$ cat src/rtl/downcounter_timer.sv
// Loadable down-counter timer with one-cycle terminal-count pulse and optional
// auto-reload, used as a timeout / period generator in the control path.
module downcounter_timer #(
    parameter int WIDTH = 4
) (
    input  logic             clk,
    input  logic             reset,
    input  logic             load,
    input  logic [WIDTH-1:0] load_val,
    input  logic             enable,
    input  logic             auto_reload,
    output logic [WIDTH-1:0] count,
    output logic             zero,
    output logic             tc_pulse,
    output logic             busy,
    output logic             paused
);

    typedef enum logic [1:0] {
        IDLE = 2'd0,
        RUN  = 2'd1,
        HOLD = 2'd2
    } state_t;

    localparam logic [WIDTH-1:0] ONE = {{(WIDTH-1){1'b0}}, 1'b1};

    state_t           state;
    state_t           state_next;
    logic [WIDTH-1:0] reload_reg;
    logic [WIDTH-1:0] reload_next;
    logic [WIDTH-1:0] count_next;
    logic             tc_next;
    logic             step;
    logic             expire;

    // A step is an enabled cycle while running or held; expiry is the 1 -> 0 step.
    always_comb begin
        step   = (state == RUN || state == HOLD) && enable;
        expire = step && (count == ONE);
    end

    always_ff @(posedge clk or posedge reset) begin
        if (reset) begin
            state <= IDLE;
        end else begin
            state <= state_next;
        end
    end

    always_comb begin
        state_next = state;
        if (load) begin
            state_next = (load_val != '0) ? RUN : IDLE;
        end else begin
            unique case (state)
                IDLE: state_next = IDLE;
                RUN: begin
                    if (!enable) begin
                        state_next = HOLD;
                    end else if (expire && !auto_reload) begin
                        state_next = IDLE;
                    end
                end
                HOLD: begin
                    if (enable) begin
                        state_next = (expire && !auto_reload) ? IDLE : RUN;
                    end
                end
                default: state_next = IDLE;
            endcase
            // A zero count can never be live; fall back to IDLE rather than wrap.
            if (state != IDLE && count == '0) begin
                state_next = IDLE;
            end
        end
    end

    always_comb begin
        busy   = (state != IDLE);
        paused = (state == HOLD);
        zero   = (count == '0);
    end

    // Load wins over any pending expiry on the same edge and never decrements.
    always_comb begin
        count_next  = count;
        reload_next = reload_reg;
        tc_next     = 1'b0;
        if (load) begin
            count_next  = load_val;
            reload_next = load_val;
        end else if (expire) begin
            tc_next    = 1'b1;
            count_next = auto_reload ? reload_reg : '0;
        end else if (step && count > ONE) begin
            count_next = count - ONE;
        end
    end

    always_ff @(posedge clk or posedge reset) begin
        if (reset) begin
            count      <= '0;
            reload_reg <= '0;
            tc_pulse   <= 1'b0;
        end else begin
            count      <= count_next;
            reload_reg <= reload_next;
            tc_pulse   <= tc_next;
        end
    end

endmodule

$ cat config.mk
export PLATFORM = sky130hd
export DESIGN_NAME = downcounter_timer
export DESIGN_NICKNAME = d
export VERILOG_FILES = /design/src/rtl/downcounter_timer.sv
export SDC_FILE = /design/constraint.sdc
export NUM_CORES = 1
export LEC_CHECK = 0
export CORE_MARGIN = 5
export CORE_UTILIZATION = 54
export CTS_BUF_LIST = sky130_fd_sc_hd__clkbuf_2 sky130_fd_sc_hd__clkbuf_4 sky130_fd_sc_hd__clkbuf_8
export CTS_CLUSTER_DIAMETER = 150
export CTS_CLUSTER_SIZE = 16
export DETAILED_ROUTE_END_ITERATION = 10
export PLACE_DENSITY = 0.85
export REMOVE_ABC_BUFFERS = 1
export SLEW_MARGIN = 5
export SYNTH_ARGS = -nofsm -noshare
export SYNTH_HDL_FRONTEND = slang
export SYNTH_SLANG_ARGS = --single-unit
$ cat constraint.sdc
create_clock -name clk -period 2.4 [get_ports clk]
set_clock_uncertainty 0.05 [all_clocks]
set_input_delay 0.36 -clock clk [delete_from_list [all_inputs] [get_ports clk]]
set_output_delay 0.36 -clock clk [all_outputs]
set_load 0.1 [all_outputs]
==> impl_metrics.py, run 1 <==
metrics = {
    "outcome": {
        "run_status": "finished clean",
    },
    "critical_path": {
        "r2r_cells": 5,
        "arrival_ns": 1.49,
        "start_kind": "register",
        "r2r_end": "count[0]$_DFFE_PP0P_",
        "critPathCaptureType": "output pin",
        "r2r_setup_slack_ns": 0.59,
        "reg2reg_from": "count[0]$_DFFE_PP0P_",
        "path_class": "reg -> out",
        "required_ns": 1.99,
        "path_max_fanout": 6,
    },
    "routing": {
        "viasPerCell": 6.28,
        "drc_errors": 0,
        "drt_iter0_markers": 38,
        "firstDrtPassIters": 4,
        "wire_per_inst_um": 16.4,
        "vias": 684,
        "routed_wirelength_um": 1790,
        "drtAntennaViolNets": 0,
    },
    "floorplan": {
        "start_util_pct": 57.0,
        "io_pins": 17,
        "rows": 13,
        "coreArea_um2": 1280,
        "die_x_um": 46.8,
        "die_area_um2": 2190,
        "die_y_um": 46.8,
    },
    "global_route": {
        "met1_usage_pct": 25.4,
        "grt_max_degree": 15,
        "met2_usage_pct": 31.7,
        "grt_overflow": 0,
        "grtUsageTotal_pct": 19.7,
        "antenna_found_initial": 0,
        "grt_pass1_vias": 639,
        "grt_pass1_wl_um": 2900,
        "top_usage_layer": "met2",
        "grt_use_met3_pct": 4.60,
    },
    "power": {
        "leakagePower_nw": 0.425,
        "p_per_area_nw_per_um2": 797,
        "irDropWorstVdd_mv": 0.656,
    },
    "clock_network": {
        "cts.clk_slew.worst_paths_ns": 0.08,
        "ctsLongestPathBuffers": 2,
        "cts_resized": 0,
        "cts.sinks": 11,
        "holdBufCountCts": 0,
        "cts_buffers": 3,
        "cts_tree": "built",
        "cts-root-buf": "clkbuf_4",
        "cts_setup_buffers": 0,
        "clkLatencyLatePin_ns": 0.27,
        "cts-htree-levels": 1,
    },
    "synth": {
        "synth.most_common_cell": "dfrtp_1",
        "async_flop_share_pct": 100,
        "synth_commonest_cells": "11 x dfrtp_1, 9 x inv_1, 5 x a31oi_1, 5 x ha_1",
        "synthTopCellsByArea": "dfrtp_1 38%, ha_1 8.5%, inv_1 4.6%, a31oi_1 4.3%, a2111oi_4 3.8%",
        "synth_flop_cell": "dfrtp_1",
        "yosys.area.top_type_share_pct": 37.6,
        "synth_top_family_by_area": "compound AO/OA/AOI/OAI gates",
        "synth_top_cell_by_area": "dfrtp_1",
        "synth-compound-area-share_pct": 28.9,
        "postSynthAreaPerCell_um2": 9.89,
        "yosysSeqAreaShare_pct": 37.6,
        "synth.ff_latch_count": 11,
        "synth_cells": 74,
        "synthSimpleGateAreaFrac_pct": 14.4,
        "synth_area_um2": 732,
        "synth_edf_count": 0,
        "synthMuxAreaShare_pct": 3.08,
        "synthAdderAreaFrac_pct": 8.55,
        "synth_xor_area_share_pct": 2.39,
        "ys_warn_count": 0,
        "synthDistinctLibCells": 36,
    },
    "final_layout": {
        "syn_to_final_growth_pct": 28.0,
        "nNetsFinal": 109,
        "drive_gt1_share_pct": 24.5,
        "n_antenna_cell": 0,
        "final_cells": 109,
    },
    "placement": {
        "hpwlAfterDp_um": 1390,
        "dp_slack_ns": 0.438,
        "port_buffers": 16,
        "dp.cells": 105,
        "place_congestion": 0.896,
    },
    "timing": {
        "post-route-period-util_pct": 79.0,
        "relSlewSlack_pct": 70.5,
        "rsz0062_at_grt": "no",
        "fmax_ghz": 0.527,
        "slew_viol_final": 0,
        "tightest_slew_ns": 0.443,
        "period_minus_slack_ns": 1.90,
        "finalHoldViolations": 0,
        "tns_ns": 0,
        "fin_ws_ns": 0.504,
        "setup_viol": 0,
    },
    "worst_hold_path": {
        "min_path_type": "in -> async",
    },
    "run": {
        "max_cap_viol_count": 0,
    },
}
[power breakdown]
part / switching [W] / internal, W / total (W)
sequential: 0.0000284 / 0.000208 / 0.000237
clock: 0.0000669 / 0.0000757 / 0.000143
combinational: 0.000254 / 0.000114 / 0.000367
[routing by layer]
metal  wire length (um)  up-vias
li1                   -      318
met1                778      334
met2                868       28
met3                119        4
met4                 20        0
met5                  0        -
[cells by family after synthesis]
group           Yosys count
compound gates           26
xor+xnor                  2
fa+ha+maj                 5
simple gates             18
flops                    11
mux                       2
buf+inv                  10
[metrics by stage]
step	total power [W]	util [%]	instance area (um^2)	hold slack, ns
after global placement	0.000596	70.6	907	0.428
after floorplan	0.000504	-	728	0.162
after detailed placement	0.000602	70.6	907	0.430
after CTS	0.000747	72.9	937	0.335
after global routing	0.000784	72.9	937	0.355
final	0.000747	72.9	937	0.330
[critical path: stages (launching register included)]
cell	delay (ns)
dfrtp_1	0.50
inv_1	0.08
ha_1	0.27
and2_1	0.19
buf_12	0.17
[worst max-delay path by stage]
stage | depth (start not counted) | startpoint | end
6_report | 4 | count[0]$_DFFE_PP0P_ | zero
3_5_place_dp | 5 | enable | state[0]$_DFFE_PP0P_
5_1_grt | 4 | count[0]$_DFFE_PP0P_ | zero
3_3_place_gp | 5 | enable | count[0]$_DFFE_PP0P_
4_1_cts | 4 | count[0]$_DFFE_PP0P_ | zero
2_1_floorplan | 3 | count[0]$_DFFE_PP0P_ | zero
[cells in the final DEF (no fill, tap or decap), types with 2 or more instances in the layout]
| cell type | instances |
|---|---|
| a21oi_1 | 3 |
| buf_4 | 8 |
| inv_1 | 9 |
| ha_1 | 5 |
| dfrtp_1 | 11 |
| o31ai_1 | 2 |
| clkdlybuf4s50_1 | 8 |
| nand2_1 | 4 |
| nor2_1 | 4 |
| nand3_1 | 2 |
| and2_1 | 2 |
| a31oi_1 | 5 |
| clkbuf_4 | 4 |
| mux2_2 | 2 |
[final cells by class]
class	count	area, um^2
fill	97	348
timing repair buffer	17	160
inverter	9	33.8
clock buffer	4	30.0
multi-input combinational	53	419
sequential	11	275
tap	15	18.8
(Power assumes the default switching activity.)
==> run 2: changes to the inputs <==
Settings changed: CORE_UTILIZATION 54 to 45, PLACE_DENSITY 0.85 to 0.76.
Clock period 2.4 ns to 1.65 ns, I/O delays scaled along.
==> impl_metrics.py, run 2 (same netlist as run 1, synthesis figures left out) <==
metrics = {
    "routing": {
        "wl_met2_um": 1050,
        "top_layer": "met4",
        "drt-met1-wl_um": 791,
        "vias": 704,
        "viasPerCell": 5.72,
        "dr_wl_met3_um": 131,
        "drc_errors": 0,
        "firstDrtPassIters": 4,
        "wire_per_inst_um": 16.4,
        "drtAntennaViolNets": 0,
        "routed_wirelength_um": 2020,
        "drt_iter0_markers": 14,
    },
    "floorplan": {
        "io_pins": 17,
        "rows": 14,
        "die_x_um": 50.3,
        "start_util_pct": 48.0,
        "die_y_um": 50.3,
        "die_area_um2": 2530,
        "coreArea_um2": 1520,
    },
    "critical_path": {
        "cp_num_buf_inv": 1,
        "slowest_stage": "dfrtp_1",
        "critPathTopFamily": "simple AND/OR/NAND/NOR gates",
        "required_ns": 1.76,
        "path_class": "reg -> reg",
        "arrival_ns": 1.78,
        "critPathCaptureType": "register",
        "path_cells": "inv_2, ha_4, and4bb_4, and2_4, a2111oi_4, a221o_1",
        "path_max_fanout": 4,
        "start_kind": "register",
        "max_stage_delay_ns": 0.37,
    },
    "clock_network": {
        "cts_buffers": 3,
        "holdBufCountCts": 0,
        "cts-htree-levels": 1,
        "cts.sinks": 11,
        "cts-root-buf": "clkbuf_4",
        "cts.clk_slew.worst_paths_ns": 0.07,
        "clkLatencyLatePin_ns": 0.28,
        "cts_tree": "built",
        "ctsLongestPathBuffers": 2,
    },
    "placement": {
        "place_congestion": 0.880,
        "port_buffers": 16,
        "dp.cells": 118,
        "dp_slack_ns": -0.0810,
        "hpwlAfterDp_um": 1560,
    },
    "global_route": {
        "grt_pass1_wl_um": 3210,
        "grt_overflow": 0,
        "grt_pass1_vias": 709,
        "grt_max_degree": 15,
        "antenna_found_initial": 0,
        "grtUsageTotal_pct": 16.4,
    },
    "timing": {
        "rsz0062_at_grt": "yes",
        "finalHoldViolations": 0,
        "fmax_ghz": 0.600,
        "tns_ns": -0.0208,
        "tightest_slew_ns": 0.411,
        "setup_viol": 2,
        "post-route-period-util_pct": 101,
        "relSlewSlack_pct": 72.6,
        "period_minus_slack_ns": 1.67,
        "fin_ws_ns": -0.0172,
        "slew_viol_final": 0,
    },
    "power": {
        "total_power_w": 0.00129,
        "irDropWorstVdd_mv": 0.810,
        "p_per_area_nw_per_um2": 1080,
        "leakagePower_nw": 0.524,
    },
    "final_layout": {
        "mostFrequentLayoutCells": "13 x buf_4, 11 x dfrtp_1, 9 x buf_12",
        "n_antenna_cell": 0,
        "final_common_cell": "buf_4",
        "finalCoreUtilization_pct": 78.7,
        "syn_to_final_growth_pct": 63.8,
        "nNetsFinal": 122,
        "fillerInstances": 95,
        "drive_gt1_share_pct": 43.9,
        "final_cells": 123,
    },
    "worst_hold_path": {
        "min_path_type": "in -> async",
    },
    "run": {
        "max_cap_viol_count": 0,
    },
    "outcome": {
        "violations": "negative setup slack",
        "run_status": "finished with violations",
    },
}
[run 2: changes by cell type in the layout (fill, tap and decap cells not counted), sizes merged]
| cell | previous run | this run |
|---|---|---|
| buf | 9 | 22 |
[run 2: timing repair]
| action | 4_1_cts | 5_1_grt |
|---|---|---|
| gates resized for setup | 7 | 8 |
| setup endpoints to repair | 5 | 7 |
| gates cloned | 0 | 0 |
| pin swaps | 0 | 4 |
| buffers inserted | 0 | 1 |
[run 2: metal layers]
| metal | GRT usage, % | up-vias |
|---|---|---|
| li1 | - | 340 |
| met1 | 20.0 | 332 |
| met2 | 27.8 | 26 |
| met3 | 4.73 | 6 |
| met4 | 4.68 | 0 |
| met5 | 0 | - |
[run 2: report_power, final]
group | leakage, nW | total, W | switching (W) | internal, W
logic | 0.370 | 0.000736 | 0.000421 | 0.000315
clock network | 0.0184 | 0.000202 | 0.0000916 | 0.000110
registers | 0.135 | 0.000351 | 0.0000478 | 0.000303
total | 0.524 | 0.00129 | 0.000561 | 0.000729
[run 2: through the flow]
stage / hold WS, ns / instance area [um^2]
after floorplan: 0.0499 / 728
after global placement: 0.435 / 1100
after detailed placement: 0.437 / 1100
after CTS: 0.236 / 1150
after global routing: 0.261 / 1200
final: 0.211 / 1200
[run 2: worst paths after layout]
path	start	end	slack, ns	cells after the start
setup / recovery	state[0]$_DFFE_PP0P_	count[0]$_DFFE_PP0P_	-0.02	6
hold / removal	reset	reload_reg[1]$_DFFE_PP0P_	0.21	2
setup reg to reg	state[0]$_DFFE_PP0P_	count[0]$_DFFE_PP0P_	-0.02	6
hold reg to reg	reload_reg[2]$_DFFE_PP0P_	reload_reg[2]$_DFFE_PP0P_	0.46	1
max in group asynchronous	reset	reload_reg[0]$_DFFE_PP0P_	1.05	2
min in group clk	reload_reg[2]$_DFFE_PP0P_	reload_reg[2]$_DFFE_PP0P_	0.46	1
[run 2: area by class of cell]
type | count | area (um^2) | share of cell area (%)
Multi-Input combinational cell | 53 | 482 | 40.2
Timing Repair Buffer | 30 | 358 | 29.9
Tap cell | 16 | 20.0 | 1.67
Sequential cell | 11 | 275 | 23.0
Inverter | 9 | 33.8 | 2.82
Clock buffer | 4 | 30.0 | 2.51
